$ cat src/rtl/bcd_updown_7sd_counter.sv
// bcd_updown_7sd_counter
//   N-digit BCD up/down counter stepped by debounced push-buttons, driving N
//   seven-segment digits. Contains its own 2-flop synchronisers and debounce.
//
//   Optional feature macro: AUTO_REPEAT_EN -- when defined, holding Up or Down
//   generates extra steps after REPEAT_DELAY cycles, then every REPEAT_PERIOD.
//
// Ports:
//   i_Clk          system clock
//   i_Rst_L        asynchronous active-low reset
//   i_Switch_Up    raw increment button, 1 = pressed
//   i_Switch_Down  raw decrement button, 1 = pressed
//   i_Switch_Clear raw clear button, 1 = pressed
//   o_Count_BCD    registered count, digit 0 in bits [3:0]
//   o_Segments     registered segment drive, digit k in [7k+6:7k], A..G
//   o_Wrap         single-cycle pulse on up-wrap or down-wrap
module bcd_updown_7sd_counter #(
    parameter int unsigned NUM_DIGITS     = 2,
    parameter int unsigned MAX_COUNT      = 99,
    parameter int unsigned DEBOUNCE_LIMIT = 250000,
    parameter int unsigned ACTIVE_LOW_SEG = 1,
    parameter int unsigned REPEAT_DELAY   = 12500000,
    parameter int unsigned REPEAT_PERIOD  = 2500000
) (
    input  logic                      i_Clk,
    input  logic                      i_Rst_L,
    input  logic                      i_Switch_Up,
    input  logic                      i_Switch_Down,
    input  logic                      i_Switch_Clear,
    output logic [4*NUM_DIGITS-1:0]   o_Count_BCD,
    output logic [7*NUM_DIGITS-1:0]   o_Segments,
    output logic                      o_Wrap
);

    localparam int unsigned BW = 4 * NUM_DIGITS;
    localparam int unsigned SW = 7 * NUM_DIGITS;
    localparam int unsigned CW = $clog2(DEBOUNCE_LIMIT);

    function automatic logic [BW-1:0] to_bcd(input int unsigned v);
        logic [BW-1:0] r;
        int unsigned   t;
        r = '0;
        t = v;
        for (int i = 0; i < NUM_DIGITS; i++) begin
            r[4*i +: 4] = 4'(t % 10);
            t = t / 10;
        end
        return r;
    endfunction

    function automatic logic [6:0] seg_pat(input logic [3:0] d);
        logic [6:0] p;
        case (d)
            4'd0:    p = 7'b1111110;
            4'd1:    p = 7'b0110000;
            4'd2:    p = 7'b1101101;
            4'd3:    p = 7'b1111001;
            4'd4:    p = 7'b0110011;
            4'd5:    p = 7'b1011011;
            4'd6:    p = 7'b1011111;
            4'd7:    p = 7'b1110000;
            4'd8:    p = 7'b1111111;
            4'd9:    p = 7'b1111011;
            default: p = 7'b0000000;
        endcase
        return p;
    endfunction

    function automatic logic [SW-1:0] seg_word(input logic [BW-1:0] bcd);
        logic [SW-1:0] s;
        s = '0;
        for (int i = 0; i < NUM_DIGITS; i++) begin
            s[7*i +: 7] = seg_pat(bcd[4*i +: 4]);
        end
        return (ACTIVE_LOW_SEG != 0) ? ~s : s;
    endfunction

    function automatic logic [BW-1:0] bcd_inc(input logic [BW-1:0] v);
        logic [BW-1:0] r;
        logic          carry;
        r     = v;
        carry = 1'b1;
        for (int i = 0; i < NUM_DIGITS; i++) begin
            if (carry) begin
                if (v[4*i +: 4] == 4'd9) begin
                    r[4*i +: 4] = 4'd0;
                end else begin
                    r[4*i +: 4] = v[4*i +: 4] + 4'd1;
                    carry       = 1'b0;
                end
            end
        end
        return r;
    endfunction

    function automatic logic [BW-1:0] bcd_dec(input logic [BW-1:0] v);
        logic [BW-1:0] r;
        logic          borrow;
        r      = v;
        borrow = 1'b1;
        for (int i = 0; i < NUM_DIGITS; i++) begin
            if (borrow) begin
                if (v[4*i +: 4] == 4'd0) begin
                    r[4*i +: 4] = 4'd9;
                end else begin
                    r[4*i +: 4] = v[4*i +: 4] - 4'd1;
                    borrow      = 1'b0;
                end
            end
        end
        return r;
    endfunction

    localparam logic [BW-1:0] MAX_BCD = to_bcd(MAX_COUNT);
    localparam logic [SW-1:0] SEG_RST = seg_word('0);

    // Switch index: 0 = up, 1 = down, 2 = clear.
    logic [2:0]    sw_raw;
    logic [2:0]    sync1_q, sync2_q;
    logic [2:0]    deb_q, deb_d, deb_dly_q;
    logic [2:0]    arm_q, arm_d;
    logic [1:0]    valid_q;
    logic [CW-1:0] db_cnt_q [3];
    logic [CW-1:0] db_cnt_d [3];
    logic [2:0]    press;
    logic          step_up, step_dn;

    logic [BW-1:0] count_q, count_d;
    logic [SW-1:0] seg_q;
    logic          wrap_q, wrap_d;

    assign sw_raw = {i_Switch_Clear, i_Switch_Down, i_Switch_Up};

    always_comb begin
        deb_d = deb_q;
        for (int i = 0; i < 3; i++) begin
            db_cnt_d[i] = '0;
            if (sync2_q[i] != deb_q[i]) begin
                if (db_cnt_q[i] == CW'(DEBOUNCE_LIMIT - 1)) begin
                    deb_d[i] = sync2_q[i];
                end else begin
                    db_cnt_d[i] = db_cnt_q[i] + 1'b1;
                end
            end
        end
        // A switch is armed only once it has been seen released after reset,
        // so a button held through reset never counts as a fresh press.
        arm_d = arm_q | ({3{valid_q[1]}} & ~sync2_q);
    end

    assign press = deb_q & ~deb_dly_q & arm_q;

`ifdef AUTO_REPEAT_EN
    localparam int unsigned RMAX = (REPEAT_DELAY > REPEAT_PERIOD) ? REPEAT_DELAY : REPEAT_PERIOD;
    localparam int unsigned TW   = $clog2(RMAX + 1);

    logic [TW-1:0] rpt_tmr_q, rpt_tmr_d;
    logic          rpt_first_q, rpt_first_d;
    logic          rpt_step;
    logic          hold_one;

    assign hold_one = (deb_q[0] ^ deb_q[1]) & ~deb_q[2];

    // Timer value k means k cycles since the press event (or last repeat);
    // zero means idle, so a hold without a press event never repeats.
    always_comb begin
        rpt_tmr_d   = rpt_tmr_q;
        rpt_first_d = rpt_first_q;
        rpt_step    = 1'b0;
        if (!hold_one) begin
            rpt_tmr_d   = '0;
            rpt_first_d = 1'b0;
        end else if (press[0] || press[1]) begin
            rpt_tmr_d   = TW'(1);
            rpt_first_d = 1'b0;
        end else if (rpt_tmr_q != '0) begin
            if (rpt_tmr_q == TW'(rpt_first_q ? REPEAT_PERIOD : REPEAT_DELAY)) begin
                rpt_step    = 1'b1;
                rpt_tmr_d   = TW'(1);
                rpt_first_d = 1'b1;
            end else begin
                rpt_tmr_d = rpt_tmr_q + 1'b1;
            end
        end
    end

    always_ff @(posedge i_Clk or negedge i_Rst_L) begin
        if (!i_Rst_L) begin
            rpt_tmr_q   <= '0;
            rpt_first_q <= 1'b0;
        end else begin
            rpt_tmr_q   <= rpt_tmr_d;
            rpt_first_q <= rpt_first_d;
        end
    end

    assign step_up = press[0] | (rpt_step & deb_q[0]);
    assign step_dn = press[1] | (rpt_step & deb_q[1]);
`else
    assign step_up = press[0];
    assign step_dn = press[1];
`endif

    always_comb begin
        count_d = count_q;
        wrap_d  = 1'b0;
        if (press[2]) begin
            count_d = '0;
        end else if (step_up && step_dn) begin
            count_d = count_q;
        end else if (step_up) begin
            if (count_q == MAX_BCD) begin
                count_d = '0;
                wrap_d  = 1'b1;
            end else begin
                count_d = bcd_inc(count_q);
            end
        end else if (step_dn) begin
            if (count_q == '0) begin
                count_d = MAX_BCD;
                wrap_d  = 1'b1;
            end else begin
                count_d = bcd_dec(count_q);
            end
        end
    end

    always_ff @(posedge i_Clk or negedge i_Rst_L) begin
        if (!i_Rst_L) begin
            sync1_q   <= '0;
            sync2_q   <= '0;
            deb_q     <= '0;
            deb_dly_q <= '0;
            arm_q     <= '0;
            valid_q   <= '0;
            for (int i = 0; i < 3; i++) begin
                db_cnt_q[i] <= '0;
            end
            count_q   <= '0;
            wrap_q    <= 1'b0;
            seg_q     <= SEG_RST;
        end else begin
            sync1_q   <= sw_raw;
            sync2_q   <= sync1_q;
            deb_q     <= deb_d;
            deb_dly_q <= deb_q;
            arm_q     <= arm_d;
            valid_q   <= {valid_q[0], 1'b1};
            for (int i = 0; i < 3; i++) begin
                db_cnt_q[i] <= db_cnt_d[i];
            end
            count_q   <= count_d;
            wrap_q    <= wrap_d;
            seg_q     <= seg_word(count_q);
        end
    end

    assign o_Count_BCD = count_q;
    assign o_Segments  = seg_q;
    assign o_Wrap      = wrap_q;

endmodule

$ cat config.mk
export PLATFORM = sky130hd
export DESIGN_NAME = bcd_updown_7sd_counter
export DESIGN_NICKNAME = d
export VERILOG_FILES = /design/src/rtl/bcd_updown_7sd_counter.sv
export SDC_FILE = /design/constraint.sdc
export NUM_CORES = 1
export LEC_CHECK = 0
export ABC_AREA = 1
export CAP_MARGIN = 20
export CELL_PAD_IN_SITES_DETAIL_PLACEMENT = 1
export CELL_PAD_IN_SITES_GLOBAL_PLACEMENT = 2
export CORE_ASPECT_RATIO = 0.75
export CORE_MARGIN = 4
export CORE_UTILIZATION = 38
export DETAILED_ROUTE_END_ITERATION = 7
export DONT_BUFFER_PORTS = 1
export PLACE_DENSITY_LB_ADDON = 0.1
export SETUP_SLACK_MARGIN = 0.5
export SLEW_MARGIN = 20
export SYNTH_ARGS = -nofsm -noshare
export SYNTH_HDL_FRONTEND = slang
export SYNTH_SLANG_ARGS = --single-unit
$ cat constraint.sdc
create_clock -name i_Clk -period 1.9 [get_ports i_Clk]
set_input_delay 0.57 -clock i_Clk [delete_from_list [all_inputs] [get_ports i_Clk]]
set_output_delay 0.57 -clock i_Clk [all_outputs]
set_load 0.02 [all_outputs]
# After elaboration in Yosys (flattened, before gate mapping)
# Memory sizes are Yosys's and may differ from the RTL's.
# Index checks and enable logic that the tools add are counted.
[word_totals]
ff_bits = 94
mem_bits_ro = 224
wordCells = 88
out_inout_bits = 23
mem_count = 2
[memory_table]
columns = ["memory", "words", "width", "rd", "rd_ports_with_merged_regs", "write_ports", "line_no", "source"]
rows = [
  ["(name not given)", 16, 7, 1, 0, 0, "53", "case (d)"],
  ["(name not given)", 16, 7, 1, 0, 0, "53", ""],
]
[op_classes]
reduce_logical = 11
n_addsub = 7
bitwise = 7
n_eq_ne = 11
n_mux = 35
[op_table]
columns = ["operator", "count"]
rows = [
  ["18-bit two-way mux", 6],
  ["18-bit by 1-bit adder with 18-bit output (second input constant)", 3],
  ["18-bit equality test (second input constant)", 3],
  ["8-bit two-way mux", 6],
  ["4-bit two-way mux", 6],
  ["1-bit two-way mux", 17],
  ["14-bit inverter", 1],
  ["3-bit AND", 3],
  ["4-bit by 1-bit adder with 4-bit output (second input constant)", 2],
  ["4-bit equality test (second input constant)", 2],
  ["8-bit equality test (second input constant)", 1],
  ["4-bit zero test", 2],
  ["8-bit zero test", 1],
  ["2-bit AND reduction", 4],
  ["4-bit by 1-bit subtractor with 4-bit output (second input constant)", 2],
  ["3-bit inverter", 2],
  ["4-bit by 1-bit != test with 1-bit output (second input constant)", 1],
  ["4-bit AND reduction", 1],
  ["4-bit nonzero test", 1],
  ["1-bit != test", 3],
  ["3-bit OR", 1],
  ["3-bit nonzero test", 1],
  ["2-bit != test (second input constant)", 1],
  ["1-bit logical AND", 1],
]

# Depth between registers and ports, before layout
[depth]
depth_word = 13
ltp_mapped = 10

# Worst setup path before layout
# OpenSTA, ideal clock, no wires.
[synth_timing]
kind = "register -> register"
startpoint = "register count_q[1] (netlist: o_Count_BCD[1])"
endpoint = "register count_q[5] (netlist: o_Count_BCD[5])"
t_arrival_ps = 1393
path_stages_with_launch = 9
path_buffers = 0
path_slack_ps = 390
cell_sequence = "dfrtp_1 inv_1 ha_1 nand3_1 nand3_1 nand2_2 nor2_4 nand2_1 nand2_1"
[synth_via]
elab_chain_len = 9
elab_cells_between_ends = 24
[synth_rtl]
columns = ["item", "line_no", "source"]
rows = [
  ["start: declaration", "128", "logic [BW-1:0] count_q, count_d;"],
  ["start signal: assignment", "252", "count_q <= count_d;"],
  ["4-bit zero test", "103", "if (v[4*i +: 4] == 4'd0) begin"],
  ["1-bit two-way mux", "103", ""],
  ["1-bit two-way mux", "219", "if (count_q == '0) begin"],
  ["1-bit two-way mux", "218", "end else if (step_dn) begin"],
  ["1-bit two-way mux", "211", "end else if (step_up) begin"],
  ["1-bit two-way mux", "209", "end else if (step_up && step_dn) begin"],
  ["1-bit two-way mux", "207", "if (press[2]) begin"],
  ["4-bit nonzero test (no source line)", "n/a", ""],
  ["4-bit AND reduction (no source line)", "n/a", ""],
]
# Parallel ways exist; a longest one is shown, timed or not. The select of a mux whose other input is x is not followed.
# A chain may end at the register's enable or synchronous reset.

# Final worst setup path
[layout_timing]
startpoint = "register seg_q[7] (netlist: o_Segments[7])"
endpoint = "output port o_Segments[7]"
[layout_rtl]
columns = ["item", "line_no", "source"]
rows = [
  ["start: declaration", "129", "logic [SW-1:0] seg_q;"],
  ["start signal: assignment", "254", "seg_q <= seg_word(count_q);"],
  ["end: declaration", "31", "output logic [7*NUM_DIGITS-1:0] o_Segments,"],
]
# No word-level cell between the ends.

==> impl_metrics.toml <==
[timing]
clock.fmax_ghz = 0.666
setup_tns_ns = 0
finalClockSkew_ns = 0.00793
finalSetupViolations = 0
holdWs_ns = -0.0816
rsz0062_at_grt = "yes"
hold_viol_final = 92
min_period_ns = 1.50
period_share_pct = 79.0
final.setup.worst_slack_ns = 0.398
drv_slew = 0

[critical_path]
critPathLaunchType = "flop"
worstPathRequired_ns = 1.33
regToRegEndpoint = "o_Count_BCD[2]"
arrival_ns = 0.93
reg2reg_slack_ns = 0.41
reg2reg_from = "o_Count_BCD[0]"
critical_path_class = "reg -> out"
ff2ff_path_depth = 8
end_kind = "output port"
path_max_fanout = 1

[final_layout]
final_cell_mix = "147 x nand2_1, 104 x nor2_1, 75 x dfrtp_1"
antenna_cells = 0
layout.nets = 695
finalNonFillerCells = 851
final_design_area_no_fill_um2 = 6170
final_common_cell = "nand2_1"
layout-drive-gt1-share_pct = 25.4
area_delta_synth_final_pct = 22.8

[clocking]
cts_tree = "done"
root_buffer = "clkbuf_16"
cts.sink_count = 94
clockBufferDepth = 2
path_clk_slew_ns = 0.07
cts_made_buffers = 9
insertion_delay_ns = 0.35
htree_levels = 3

[synth]
netlist_instances = 636
synth-xor-area-share_pct = 5.01
ys_seq_area_share_pct = 46.9
synth_compound_area_share_pct = 4.38
synth_area_um2 = 5020
synth_top_family_by_area = "simple AND/OR/NAND/NOR gates"
synthMuxAreaShare_pct = 0
netlist_top_cells_area = "dfrtp_1 46%, nand2_1 12%, nor2_1 9.0%"
ys_warn_count = 0
ys_types = 35
syn_avg_cell_area_um2 = 7.90
synth_seq_cells = 94
synth_top_area_cell = "dfrtp_1"
synthSimpleGateAreaFrac_pct = 34.4
synth_top_area_share_pct = 45.8
synthAdderAreaFrac_pct = 3.74
syn_nets = 656

[pwr]
power.density_nw_per_um2 = 634
leakage_nw = 2.76
vdd.ir_drop.worst_mv = 0.423

[placed_design]
place_hpwl_um = 8660
io_buffers = 0
place_congestion = 0.814
dpl_worst_slack_ns = 0.195
placedCellCount = 809
dpl_cell_area_um2 = 5260

[die]
io_pins = 28
start_util_pct = 38.7
die_area_um2 = 15100
core_um2 = 13000
die_w_um = 141
rows = 36
die_h_um = 108

[outcome]
status = "finished, violations left"
violations = "hold timing"

[run]
cap_violations = 0

[routing]
wl_met3_um = 336
drc_errors = 0
wl_met1_um = 6500
postRouteAntennaNets = 0
top_layer_used = "met4"
wl_per_cell_um = 15.3
firstDrtPassIters = 4
routed_wirelength_um = 13000
dr_total_vias = 4193
wl_met2_um = 6100
viasPerCell = 4.93
drt_iter0_markers = 161

[grt]
grt_pass1_wl_um = 21700
grt_usage_pct = 17.8
grt_overflow = 0
grt_max_degree = 95
antenna_found_initial = 0
first_global_vias = 4343

[hold_path]
min_path_type = "in -> async"
[cells in the mapped netlist, drive strengths merged]
| cell type | count |
|---|---|
| conb | 1 |
| nor3 | 17 |
| nor3b | 1 |
| ha | 15 |
| nand4 | 11 |
| nand3b | 2 |
| buf | 3 |
| dfstp | 2 |
| or2 | 2 |
| nand2 | 170 |
| inv | 67 |
| o21bai | 4 |
| nand3 | 55 |
| dfrtp | 92 |
| nor2 | 128 |
| xor2 | 21 |
| and2 | 2 |
| a31oi | 2 |
| o211ai | 1 |
| o21ai | 18 |
| a21oi | 16 |
| xnor2 | 6 |
[sequential cells by signal (all words and copies together) (netlist names)]
| name | count |
|---|---|
| o_Count_BCD | 8 |
| deb_q | 3 |
| valid_q | 2 |
| sync1_q | 3 |
| deb_dly_q | 3 |
| o_Segments | 14 |
| db_cnt_q | 54 |
| sync2_q | 3 |
| o_Wrap | 1 |
| arm_q | 3 |
[per-stage QoR]
stage                     hold slack [ns]  util (%)  power [mW]
final                             -0.0816      47.6        3.91
after global routing               -0.109      47.6        4.07
after CTS                         -0.0983      45.1        3.94
after detailed placement            0.278      40.6        2.14
after global placement              0.279      40.6        2.14
after floorplan                     0.274         -        2.12
[worst max path at each step]
stage,to,slack [ns],startpoint,cells after the start
4_1_cts,o_Segments[7],0.39,o_Segments[7],0
2_1_floorplan,o_Count_BCD[4],0.51,o_Count_BCD[5],9
5_1_grt,o_Count_BCD[5],0.33,o_Count_BCD[4],9
3_5_place_dp,o_Count_BCD[1],0.20,o_Count_BCD[0],7
6_report,o_Segments[7],0.40,o_Segments[7],0
3_3_place_gp,o_Count_BCD[5],0.24,o_Count_BCD[4],9
[power by group]
part           leakage, nW  internal (mW)  switching, mW
Combinational         1.38         0.0327         0.0510
Clock                0.138          0.958          0.819
Sequential            1.24           2.02         0.0250
[cell type report]
class | count | area, µm²
Multi-Input combinational cell | 472 | 2780
Tap cell | 171 | 214
Clock inverter | 5 | 33.8
Timing Repair Buffer | 31 | 240
Sequential cell | 94 | 2380
Inverter | 67 | 272
Fill cell | 1536 | 6800
Clock buffer | 11 | 253
[cell families (layout without fill, tap and decap cells)]
kind of cell    count (synthesis)  in the layout
compound gates                 41             41
xor+xnor                       27             27
fa+ha+maj                      15             15
buf+inv                        70            114
flops                          94             94
other cells                     1              1
simple gates                  388            388
[per-layer routing]
metal / up-vias / track usage [%]
met5: - / 0
met4: 0 / 3.46
met3: 8 / 4.97
met2: 29 / 28.0
met1: 2068 / 24.7
li1: 2088 / -
[what timing repair did]
item	CTS	global route
endpoints found under the hold margin	92	92
setup buffers	16	10
pin swaps	21	17
endpoints found under the setup margin	51	80
gates resized for setup	61	66
Power figures use the tool's default switching activity.
